`config.mk`:
```
export PLATFORM = sky130hd
export DESIGN_NAME = uart_rx_fifo
export DESIGN_NICKNAME = d
export VERILOG_FILES = /design/src/rtl/uart_rx_fifo.sv
export SDC_FILE = /design/constraint.sdc
export NUM_CORES = 1
export LEC_CHECK = 0
export ABC_AREA = 1
export CAP_MARGIN = 20
export CELL_PAD_IN_SITES_DETAIL_PLACEMENT = 1
export CELL_PAD_IN_SITES_GLOBAL_PLACEMENT = 1
export CORE_UTILIZATION = 47
export DETAILED_ROUTE_END_ITERATION = 8
export PLACE_DENSITY = 0.78
export SLEW_MARGIN = 5
export SYNTH_ARGS = -nofsm -noshare
export SYNTH_HDL_FRONTEND = slang
export SYNTH_SLANG_ARGS = --single-unit
```
`constraint.sdc`:
```
create_clock -name clk -period 2.7 [get_ports clk]
set_input_delay 0.27 -clock clk [delete_from_list [all_inputs] [get_ports clk]]
set_output_delay 0.27 -clock clk [all_outputs]
set_load 0.02 [all_outputs]
```
`src/rtl/uart_rx_fifo.sv`:
```
// uart_rx_fifo: receive-side byte buffer behind the UART Rx FSM.
// A falling edge of rx_busy marks end-of-frame and pushes rx_data into a
// first-word-fall-through FIFO. The block also keeps a sticky overflow flag
// and reports the fill level.
// Optional feature macro: UART_RX_FIFO_THRESH_EN adds the THRESH parameter
// and a registered irq_thresh output (level >= THRESH).
module uart_rx_fifo #(
    parameter int DEPTH  = 16,
    parameter int ADDR_W = 4
`ifdef UART_RX_FIFO_THRESH_EN
    ,
    parameter int THRESH = DEPTH / 2
`endif
) (
    input  logic              clk,
    input  logic              rst_n,
    input  logic [7:0]        rx_data,
    input  logic              rx_busy,
    output logic [7:0]        rd_data,
    output logic              rd_valid,
    input  logic              rd_ready,
    output logic [ADDR_W:0]   level,
    output logic              full,
    output logic              overflow,
    input  logic              clr_ovf,
    input  logic              flush
`ifdef UART_RX_FIFO_THRESH_EN
    ,
    output logic              irq_thresh
`endif
);

    localparam logic [ADDR_W:0] DEPTH_L = (ADDR_W + 1)'(DEPTH);

    logic              busy_q;
    logic              armed_q;
    logic [7:0]        mem_q [DEPTH];
    logic [ADDR_W-1:0] wr_ptr_q, wr_ptr_d;
    logic [ADDR_W-1:0] rd_ptr_q, rd_ptr_d;
    logic [ADDR_W:0]   level_q, level_d;
    logic              full_q, valid_q;
    logic              ovf_q, ovf_d;

    logic eof, pop, push, ovf_set;

    // armed only qualifies after rx_busy has been seen low, so a frame that
    // was already running when reset released never produces an eof.
    assign eof     = armed_q & busy_q & ~rx_busy;
    assign pop     = valid_q & rd_ready;
    assign push    = eof & (~full_q | pop) & ~flush;
    assign ovf_set = eof & full_q & ~pop & ~flush;

    // Next-state for pointers, level and sticky overflow
    always_comb begin
        wr_ptr_d = wr_ptr_q;
        rd_ptr_d = rd_ptr_q;
        level_d  = level_q;
        if (flush) begin
            wr_ptr_d = '0;
            rd_ptr_d = '0;
            level_d  = '0;
        end else begin
            if (push) wr_ptr_d = wr_ptr_q + 1'b1;
            if (pop)  rd_ptr_d = rd_ptr_q + 1'b1;
            case ({push, pop})
                2'b10:   level_d = level_q + 1'b1;
                2'b01:   level_d = level_q - 1'b1;
                default: level_d = level_q;
            endcase
        end
        // A same-cycle overflow event beats the clear.
        if (ovf_set)      ovf_d = 1'b1;
        else if (clr_ovf) ovf_d = 1'b0;
        else              ovf_d = ovf_q;
    end

    // Frame-edge tracking
    always_ff @(posedge clk or negedge rst_n) begin
        if (!rst_n) begin
            busy_q  <= 1'b0;
            armed_q <= 1'b0;
        end else begin
            busy_q  <= rx_busy;
            armed_q <= armed_q | ~rx_busy;
        end
    end

    // FIFO control registers; full/valid are derived from the next level
    always_ff @(posedge clk or negedge rst_n) begin
        if (!rst_n) begin
            wr_ptr_q <= '0;
            rd_ptr_q <= '0;
            level_q  <= '0;
            full_q   <= 1'b0;
            valid_q  <= 1'b0;
            ovf_q    <= 1'b0;
        end else begin
            wr_ptr_q <= wr_ptr_d;
            rd_ptr_q <= rd_ptr_d;
            level_q  <= level_d;
            full_q   <= (level_d == DEPTH_L);
            valid_q  <= (level_d != '0);
            ovf_q    <= ovf_d;
        end
    end

    // Storage; cleared on reset so rd_data reads 8'h00 out of reset
    always_ff @(posedge clk or negedge rst_n) begin
        if (!rst_n) begin
            for (int i = 0; i < DEPTH; i++) mem_q[i] <= 8'h00;
        end else if (push) begin
            mem_q[wr_ptr_q] <= rx_data;
        end
    end

    assign rd_data  = mem_q[rd_ptr_q];
    assign rd_valid = valid_q;
    assign level    = level_q;
    assign full     = full_q;
    assign overflow = ovf_q;

`ifdef UART_RX_FIFO_THRESH_EN
    localparam logic [ADDR_W:0] THRESH_L = (ADDR_W + 1)'(THRESH);
    logic irq_q;

    // Threshold flag computed from the next level so it lines up with level
    always_ff @(posedge clk or negedge rst_n) begin
        if (!rst_n)     irq_q <= 1'b0;
        else if (flush) irq_q <= 1'b0;
        else            irq_q <= (level_d >= THRESH_L);
    end

    assign irq_thresh = irq_q;
`endif

endmodule

```
* Yosys cells after proc, flatten, opt, wreduce, memory -nomap -nowiden
Cells that the tools add are included.
** Cells by class
- Add/sub/neg operators :: 4
- Magnitude comparators :: 3
- Equal/unequal tests :: 3
- Multiplexer cells :: 14
- Bitwise operators :: 16
- Reductions and logical operators :: 5
** Operators by type and width (count)
- $bwmux 128 :: 1
- $bmux 8 s4 :: 1
- $demux 8 s4 :: 1
- $mux 8 :: 3
- $mux 4 :: 4
- $ge 5x5->1 const B :: 2
- $not 4->5 :: 2
- $pmux 5 s2 :: 1
- $add 4x1->4 const B :: 2
- $and 1x1->1 :: 8
- $reduce_bool 2->1 :: 3
- $add 5x1->5 const B :: 1
- $eq 5x5->1 const B :: 1
- $lt 5x1->1 const B :: 1
- $mux 5 :: 1
- $reduce_bool 5->1 :: 1
- $sub 5x1->5 const B :: 1
- $not 1->1 :: 4
- $eq 2x1->1 const B :: 1
- $eq 2x2->1 const B :: 1
- $mux 1 :: 2
- $or 1x1->1 :: 2
- $logic_and 1x1->1 :: 1
** Storage, ports and cells
- Flip-flop bits (word level) :: 146
- Output and inout bits :: 16

* Depth between registers and ports, before layout
Gate-level depths: netlist of the first run.
- Word-level depth :: 8
- Mapped depth :: 20

* Worst setup path before layout of the first run
No wires, ideal clock.
- Path kind :: reg2reg
- Start :: reg valid_q, in the netlist rd_valid
- End :: reg valid_q, in the netlist rd_valid
- Library setup time :: 0.121 ns
- Arrival time :: 2.246 ns
- Path slack :: 0.333 ns
- Stages on the path, launching flop included :: 19
- Cells stage by stage :: dfrtp_1 -> nand2_1 -> nand2_2 -> nand2_4 -> nor2_8 -> inv_1 -> ha_1 -> nand2_1 -> inv_1 -> nor2_1 -> ha_1 -> nor2_1 -> nor2_1 -> nand2_1 -> nand2_1 -> inv_1 -> nand2_1 -> a21oi_1 -> nand2_1
** Between the ends
- Cells in the longest elaborated chain, start to end :: 8
- Elaborated cells on any way between the ends :: 9
- Those cells by class :: 2 x eq/ne; 2 x mux; 4 x bitwise; 1 x reduce/logical
** Ends and longest elaborated chain
- from (decl) :: RTL line 41 : logic full_q, valid_q;
- from (signal assigned) :: RTL line 102 : valid_q <= (level_d != '0);
- $and 1x1->1 * :: RTL line 49 : assign pop = valid_q & rd_ready;
- $or 1x1->1 :: RTL line 50 : assign push = eof & (~full_q | pop) & ~flush;
- $and 1x1->1 (2 in series) :: RTL line 50
- $eq 2x1->1 / $eq 2x2->1 (equally long branches) :: RTL line 65 : case ({push, pop})
- $pmux 5 s2 * :: RTL line 65
- $mux 5 * :: RTL line 58 : if (flush) begin
- $reduce_bool 5->1 * :: RTL line 102
Mark *: on every way between the ends. The rest lies on a longest branch, timed or not.
A chain may end at the register's enable or synchronous reset.

* Worst setup path after layout of the first run
- Start :: reg rd_ptr_q[0]
- End :: out rd_data[0]
** Between the ends
- Cells in the longest elaborated chain, start to end :: 4
** Ends and longest elaborated chain
- from (decl) :: RTL line 39 : logic [ADDR_W-1:0] rd_ptr_q, rd_ptr_d;
- from (signal assigned) :: RTL line 99 : rd_ptr_q <= rd_ptr_d;
- $not 4->5 (implied by the code) :: RTL line 116 : assign rd_data = mem_q[rd_ptr_q];
- $bmux 8 s4 :: RTL line 116
- $mux 8 (implied by the code) (2 in series) :: RTL line 116
- to (decl) :: RTL line 19 : output logic [7:0] rd_data,
No other way between the ends. The select of a mux whose other input is x is not followed.

==> flow_metrics.py, run 1 <==
metrics = {
    "routing": {
        "drt_drc_violations_left": 0,
        "viasPerCell": 5.577,
        "drt_pass1_iterations": 4,
        "routed-via-count": 5928,
        "detail_route.wirelength_mm": 20.76,
        "avgRoutedWirePerCell_um": 19.53,
        "first_iter_violations": 380,
        "drtAntennaViolNets": 0,
    },
    "clock_tree": {
        "cts-root-buf": "sky130_fd_sc_hd__clkbuf_16",
        "cts.repair_timing.setup_buffer_count": 0,
        "clk_path_buf_depth": 2,
        "clk-insertion-delay-late_ps": 420,
        "clock_sink_count": 146,
        "cts.reportedPaths.clkPinSlew_ps": 60,
        "cts_tree": "built",
        "cts_buffers": 17,
        "htree_num_levels": 4,
    },
    "grt": {
        "grt_start_max_net_pins": 69,
        "grt.met1_usage": 0.3600,
        "grt_first_pass_wirelength_mm": 34.04,
        "grt_use_met3": 0.04523,
        "gr-max-usage-layer": "met2",
        "initial_antenna_violation_count": 0,
        "globalRouteTotalUtil": 0.2778,
        "grt_overflow": 0,
        "grt_pass1_vias": 6250,
        "globalRouteMet2Util": 0.4638,
    },
    "job": {
        "cap_violations": 0,
    },
    "synthesis": {
        "syn_inst": 821,
        "yosys_warnings": 0,
        "synth-seq-cells": 146,
        "syn_nets": 843,
        "syn-cell-area_um2": 7366,
        "avgSynthCellArea_um2": 8.972,
        "yosys_cell_types": 36,
        "yosysSeqAreaShare": 0.4960,
    },
    "timing": {
        "timing.slew.headroom": 0.5001,
        "rsz0062_at_grt": "no",
        "maxClockFrequency_mhz": 387.5,
        "setup-violations-final": 0,
        "max_slew.worst_pin.slew_ps": 749.0,
        "fin_skew_ps": 7.208,
        "report.final.slew_viol_count": 0,
        "period_share": 0.9558,
        "time_the_worst_path_needs_with_i_o_delays_and_setup_ps": 2581,
        "final-hold-violation-count": 0,
        "totalNegativeSetupSlack_ps": 0,
    },
    "pwr": {
        "switchingPower_mw": 2.118,
        "fraction_of_power_spent_switching_nets": 0.3191,
        "power.sequential.fraction": 0.369,
        "power_report.internal_total_mw": 4.519,
        "power.clock.fraction": 0.382,
        "power_frac_comb": 0.249,
        "vdd_drop_max_v": 0.0004813,
        "power_density_nw_per_um2": 786.4,
        "leakage_nw": 4.058,
    },
    "floorplan": {
        "die_height_um": 127.2,
        "placementRows": 45,
        "design.core.area_um2": 15260,
        "io_pins": 30,
        "floorplan.initialDensity": 0.4827,
        "die_w_um": 127.2,
        "die-area_um2": 16180,
    },
    "worst_setup_path": {
        "worstPathArrival_ps": 2310,
        "timing.setup.critical_path_class": "reg -> out",
        "worst-endpoint-required_ps": 2430,
        "crit_fanout": 33,
        "timing.critical_path.from_type": "flop",
        "cp-end-kind": "output pin",
    },
    "cells_and_area": {
        "final_net_count": 861,
        "antenna-diode-count": 0,
        "finish.utilization": 0.5531,
        "multiInputGateArea_um2": 3117,
        "syn_to_final_growth_pct": 14.57,
        "post-route-cell-area_um2": 8439,
        "layout.filler_cells": 1791,
        "final_cells": 1063,
        "final_layout_size_suffix_gt1_frac": 0.1925,
        "regArea_um2": 3655,
    },
    "hold_path": {
        "timing.hold.worst.class": "in -> reg",
    },
    "run_status": {
        "run_status": "complete, no violations",
    },
    "place": {
        "io_buffer_count": 29,
        "gp_congestion": 0.8519,
        "dp_cells": 1030,
        "dpl.hpwl_mm": 13.88,
        "placement.cell_area_um2": 7786,
    },
}
-- kinds of logic after synthesis --
family,synth area share
compound gates,0.2200
xor+xnor,0.002379
fa+ha+maj,0.01359
buf+inv,0.08086
flops,0.4960
simple gates,0.1872
-- power by group through the flow --
stage	Sequential, mW	Combinational (mW)	Clock (mW)
3_3_place_gp	2.48	1.61	0
4_1_cts	2.45	1.65	2.56
6_report	2.45	1.65	2.54
5_1_grt	2.47	1.80	2.65
2_1_floorplan	2.49	0.966	0
3_5_place_dp	2.49	1.65	0
-- layer usage --
metal  wire length, um  vias up  share of wire
met4               603        0          0.029
met1              9364     2979           0.45
met3               673       42          0.032
met2             10110      127           0.49
li1                  -     2780              -
met5                 0        -              0
-- cells in the final DEF, fill, tap and decap left out, types with 3 or more instances in the layout --
| cell type | count |
|---|---|
| sky130_fd_sc_hd__o21ai_2 | 56 |
| sky130_fd_sc_hd__a21oi_1 | 63 |
| sky130_fd_sc_hd__nand2_4 | 12 |
| sky130_fd_sc_hd__o221ai_1 | 10 |
| sky130_fd_sc_hd__o211ai_1 | 6 |
| sky130_fd_sc_hd__inv_2 | 3 |
| sky130_fd_sc_hd__clkbuf_16 | 17 |
| sky130_fd_sc_hd__buf_12 | 3 |
| sky130_fd_sc_hd__nor2_8 | 3 |
| sky130_fd_sc_hd__a21oi_2 | 8 |
| sky130_fd_sc_hd__o21ai_1 | 3 |
| sky130_fd_sc_hd__clkdlybuf4s50_1 | 20 |
| sky130_fd_sc_hd__nor2_1 | 73 |
| sky130_fd_sc_hd__o21ai_0 | 109 |
| sky130_fd_sc_hd__o22ai_1 | 7 |
| sky130_fd_sc_hd__dfrtp_1 | 145 |
| sky130_fd_sc_hd__clkinv_2 | 5 |
| sky130_fd_sc_hd__nand2_2 | 14 |
| sky130_fd_sc_hd__inv_1 | 63 |
| sky130_fd_sc_hd__nand3_1 | 35 |
| sky130_fd_sc_hd__nor2_4 | 6 |
| sky130_fd_sc_hd__buf_4 | 15 |
| sky130_fd_sc_hd__dlygate4sd2_1 | 6 |
| sky130_fd_sc_hd__nand2_1 | 128 |
| sky130_fd_sc_hd__clkinv_4 | 5 |
| sky130_fd_sc_hd__bufinv_16 | 4 |
| sky130_fd_sc_hd__ha_1 | 8 |
-- through the flow --
stage          setup WS, ps  power, mW  hold slack, ps
5_1_grt               104.5      6.927           412.0
2_1_floorplan         332.6      3.459          -25.59
6_report              119.4      6.637           408.8
4_1_cts               26.37      6.663           402.0
3_5_place_dp          37.64      4.136           326.8
3_3_place_gp          161.7      4.086           323.9
-- critical path: stages, from the launching register on --
cell and delay (ps):
sky130_fd_sc_hd__dfrtp_2 430, sky130_fd_sc_hd__inv_1 160, sky130_fd_sc_hd__buf_12 210, sky130_fd_sc_hd__o21ai_0 100
sky130_fd_sc_hd__o221ai_1 280, sky130_fd_sc_hd__nand3_1 190, sky130_fd_sc_hd__nand2_1 150, sky130_fd_sc_hd__dlygate4sd2_1 350
-- sequential cells by signal, indices dropped and copies added (netlist names) --
signal and flops:
armed_q 1, busy_q 1, full 1, level 5
mem_q 128, overflow 1, rd_ptr_q 4, rd_valid 1
wr_ptr_q 4
-- final timing paths --
path / startpoint / endpoint / slack (ps) / cells past startpoint
hold / removal: rx_busy / busy_q / 410 / 1
setup reg to reg: armed_q / rd_valid / 410 / 18
hold reg to reg: mem_q[104] / mem_q[104] / 480 / 2
max in group asynchronous: rst_n / mem_q[121] / 1520 / 3
setup / recovery: rd_ptr_q[0] / rd_data[0] / 120 / 7
min in group asynchronous: rst_n / mem_q[83] / 440 / 2
-- Yosys cell counts (all sizes together) --
| master | n | area (um^2) |
|---|---|---|
| a211oi | 1 | 7.510 |
| o211ai | 6 | 45.04 |
| xnor2 | 2 | 17.52 |
| nand3 | 36 | 192.7 |
| or2 | 2 | 12.51 |
| inv | 67 | 256.5 |
| nand4 | 1 | 6.260 |
| nor2 | 82 | 401.6 |
| o21ai | 168 | 1051 |
| clkbuf | 29 | 108.9 |
| clkinv | 5 | 22.52 |
| ha | 8 | 100.1 |
| o22ai | 7 | 43.79 |
| nand2 | 155 | 723.2 |
| o221ai | 10 | 87.58 |
| buf | 21 | 207.7 |
| dfrtp | 146 | 3654 |
| nor3 | 4 | 42.54 |
| a21oi | 71 | 385.4 |
-- layout make-up --
type	instances	area share
multi-input combinational	553	0.3693
clock buffer	20	0.05411
tap	211	0.03128
clock inverter	12	0.02150
timing repair buffer	49	0.05767
sequential	146	0.4331
inverter	72	0.03306
-- what timing repair did --
item | 4_1_cts | 5_1_grt
pin swaps | 1 | 0
endpoints found under the hold margin | 65 | 0
setup endpoints to repair | 8 | 2
hold buffers | 1 | 0
resized for setup | 9 | 2
Power figures use the tool's default switching activity.
==> run 2, diff against run 1 <==
--- a/config.mk
+++ b/config.mk
@@ -9,9 +9,11 @@
 export CAP_MARGIN = 20
 export CELL_PAD_IN_SITES_DETAIL_PLACEMENT = 1
 export CELL_PAD_IN_SITES_GLOBAL_PLACEMENT = 1
-export CORE_UTILIZATION = 47
+export CORE_MARGIN = 2
+export CORE_UTILIZATION = 49
+export CTS_BUF_LIST = sky130_fd_sc_hd__clkbuf_4 sky130_fd_sc_hd__clkbuf_8
 export DETAILED_ROUTE_END_ITERATION = 8
-export PLACE_DENSITY = 0.78
+export PLACE_DENSITY = 0.81
 export SLEW_MARGIN = 5
 export SYNTH_ARGS = -nofsm -noshare
 export SYNTH_HDL_FRONTEND = slang
==> flow_metrics.py, run 2 (synthesized netlist as in run 1, its figures left out) <==
metrics = {
    "run_status": {
        "run_status": "complete, no violations",
    },
    "floorplan": {
        "placementRows": 44,
        "floorplan.initialDensity": 0.5049,
        "io_pins": 30,
        "die_height_um": 126.6,
        "die_w_um": 126.6,
        "die-area_um2": 16030,
        "design.core.area_um2": 14590,
    },
    "grt": {
        "grt_pass1_vias": 6241,
        "gr-max-usage-layer": "met2",
        "grt.met1_usage": 0.3558,
        "grt_first_pass_wirelength_mm": 33.86,
        "globalRouteTotalUtil": 0.2735,
        "grt_use_met3": 0.05103,
        "initial_antenna_violation_count": 0,
        "grt_overflow": 0,
        "grt_start_max_net_pins": 61,
        "globalRouteMet2Util": 0.4552,
    },
    "place": {
        "dpl.hpwl_mm": 14.27,
        "io_buffer_count": 29,
        "gp_congestion": 0.8583,
    },
    "worst_setup_path": {
        "worstPathArrival_ps": 2360,
        "max_stage_delay_ps": 420,
        "critical_path_buf_inv_count": 3,
        "timing.critical_path.from_type": "flop",
        "reg2reg_from": "armed_q",
        "startpoint": "rd_ptr_q[0]",
        "timing.critical_path.max_delay_family": "buffers and inverters",
        "worst_path_cell_chain": "buf_4 > buf_4 > a21oi_1 > o21ai_0 > nand3_1 > nand3_1 > nand2_1 > dlygate4sd2_1",
        "timing.setup.critical_path_class": "reg -> out",
        "worst-endpoint-required_ps": 2430,
        "crit_fanout": 20,
        "worst_path_max_delay_cell": "sky130_fd_sc_hd__dfrtp_2",
        "cp-end-kind": "output pin",
    },
    "pwr": {
        "power_density_nw_per_um2": 717.7,
        "finalPower_mw": 5.862,
        "leakage_nw": 3.925,
        "vdd_drop_max_v": 0.0003432,
    },
    "cells_and_area": {
        "largest_register": "mem_q",
        "finish.utilization": 0.5599,
        "largest_register_ff_count": 128,
        "final_layout_size_suffix_gt1_frac": 0.1946,
        "antenna-diode-count": 0,
        "syn_to_final_growth_pct": 10.89,
        "highest_count_cells_in_the_layout_ignoring_fill_and_taps": "sky130_fd_sc_hd__dfrtp_1, sky130_fd_sc_hd__nand2_1, sky130_fd_sc_hd__o21ai_0",
        "final_net_count": 862,
        "layout.cells.most_common": "sky130_fd_sc_hd__dfrtp_1",
    },
    "timing": {
        "rsz0062_at_grt": "no",
        "final-hold-violation-count": 0,
        "timing.slew.headroom": 0.4983,
        "period_share": 0.9724,
        "report.final.slew_viol_count": 0,
        "fin_skew_ps": 5.846,
        "time_the_worst_path_needs_with_i_o_delays_and_setup_ps": 2625,
        "setup-violations-final": 0,
        "max_slew.worst_pin.slew_ps": 751.7,
        "maxClockFrequency_mhz": 380.9,
        "totalNegativeSetupSlack_ps": 0,
    },
    "routing": {
        "viasPerCell": 5.669,
        "drtAntennaViolNets": 0,
        "drt_drc_violations_left": 0,
        "routed-via-count": 5879,
        "detail_route.wirelength_mm": 20.81,
        "first_iter_violations": 399,
        "drt_pass1_iterations": 5,
        "avgRoutedWirePerCell_um": 20.07,
    },
    "clock_tree": {
        "clock_sink_count": 146,
        "clk-insertion-delay-late_ps": 470,
        "htree_num_levels": 4,
        "cts.reportedPaths.clkPinSlew_ps": 80,
        "clk_path_buf_depth": 2,
        "cts_tree": "built",
        "cts.repair_timing.setup_buffer_count": 0,
        "cts-root-buf": "sky130_fd_sc_hd__clkbuf_8",
        "cts_buffers": 17,
    },
    "job": {
        "cap_violations": 0,
    },
    "hold_path": {
        "timing.hold.worst.class": "in -> async",
    },
}
## run 2: changes by cell type in the layout (fill, tap and decap cells not counted), sizes merged
cell | previous run | this run
clkinvlp | 1 | 5
clkbuf | 20 | 18
clkinv | 12 | 10
dlygate4sd2 | 6 | 8
dlymetal6s2s | 2 | 0
buf | 20 | 21
bufinv | 4 | 3
inv | 67 | 68
## run 2: metal layers
layer	wire, um	up-vias
met5	0	-
met4	675	0
met3	673	43
met2	10390	126
met1	9067	2944
li1	-	2766
## run 2: path summary, 6_finish.rpt
path / to / slack, ps / depth (start not counted)
min reg2reg: mem_q[105] / 480 / 2
max: rd_data[3] / 70 / 8
min: busy_q / 340 / 2
max reg2reg: full / 360 / 20
min in group clk: busy_q / 340 / 1
max in group asynchronous: mem_q[50] / 1540 / 3
## run 2: cell type report
class / count / area (um^2)
Fill cell: 1709 / 6421
Timing Repair Buffer: 50 / 478.0
Clock buffer: 18 / 247.7
Inverter: 72 / 279.0
Clock inverter: 14 / 161.4
Multi-Input combinational cell: 553 / 3117
Tap cell: 184 / 230.2
Sequential cell: 146 / 3655
## run 2: power breakdown
part / switching, mW / internal (mW) / total [mW]
combinational: 1.07 / 0.563 / 1.63
sequential: 0.105 / 2.34 / 2.44
clock: 0.857 / 0.929 / 1.79
total: 2.03 / 3.83 / 5.86
## run 2: metrics by stage
stage | hold slack (ps) | worst slack (ps) | std cells | area, um^2
floorplan | -25.59 | 332.6 | 821 | 7366
global placement | 286.8 | 132.1 | 1004 | 7747
detailed placement | 295.0 | 24.52 | 1004 | 7747
CTS | 330.7 | 99.71 | 1037 | 8168
global route | 360.4 | 9.961 | 1037 | 8168
finish | 335.5 | 74.63 | 1037 | 8168
## run 2: what timing repair did
action | CTS | global route
hold endpoints to repair | 58 | 0
endpoints found under the setup margin | 8 | 0
hold buffers | 1 | 0
gates resized for setup | 12 | 0
==> run 3, diff against run 2 <==
--- a/config.mk
+++ b/config.mk
@@ -13,6 +13,7 @@
 export CORE_UTILIZATION = 49
 export CTS_BUF_LIST = sky130_fd_sc_hd__clkbuf_4 sky130_fd_sc_hd__clkbuf_8
 export DETAILED_ROUTE_END_ITERATION = 8
+export GPL_ROUTABILITY_DRIVEN = 0
 export PLACE_DENSITY = 0.81
 export SLEW_MARGIN = 5
 export SYNTH_ARGS = -nofsm -noshare
==> results of run 3 <==
The final DEF is identical to that of run 2; final timing and power are the same.
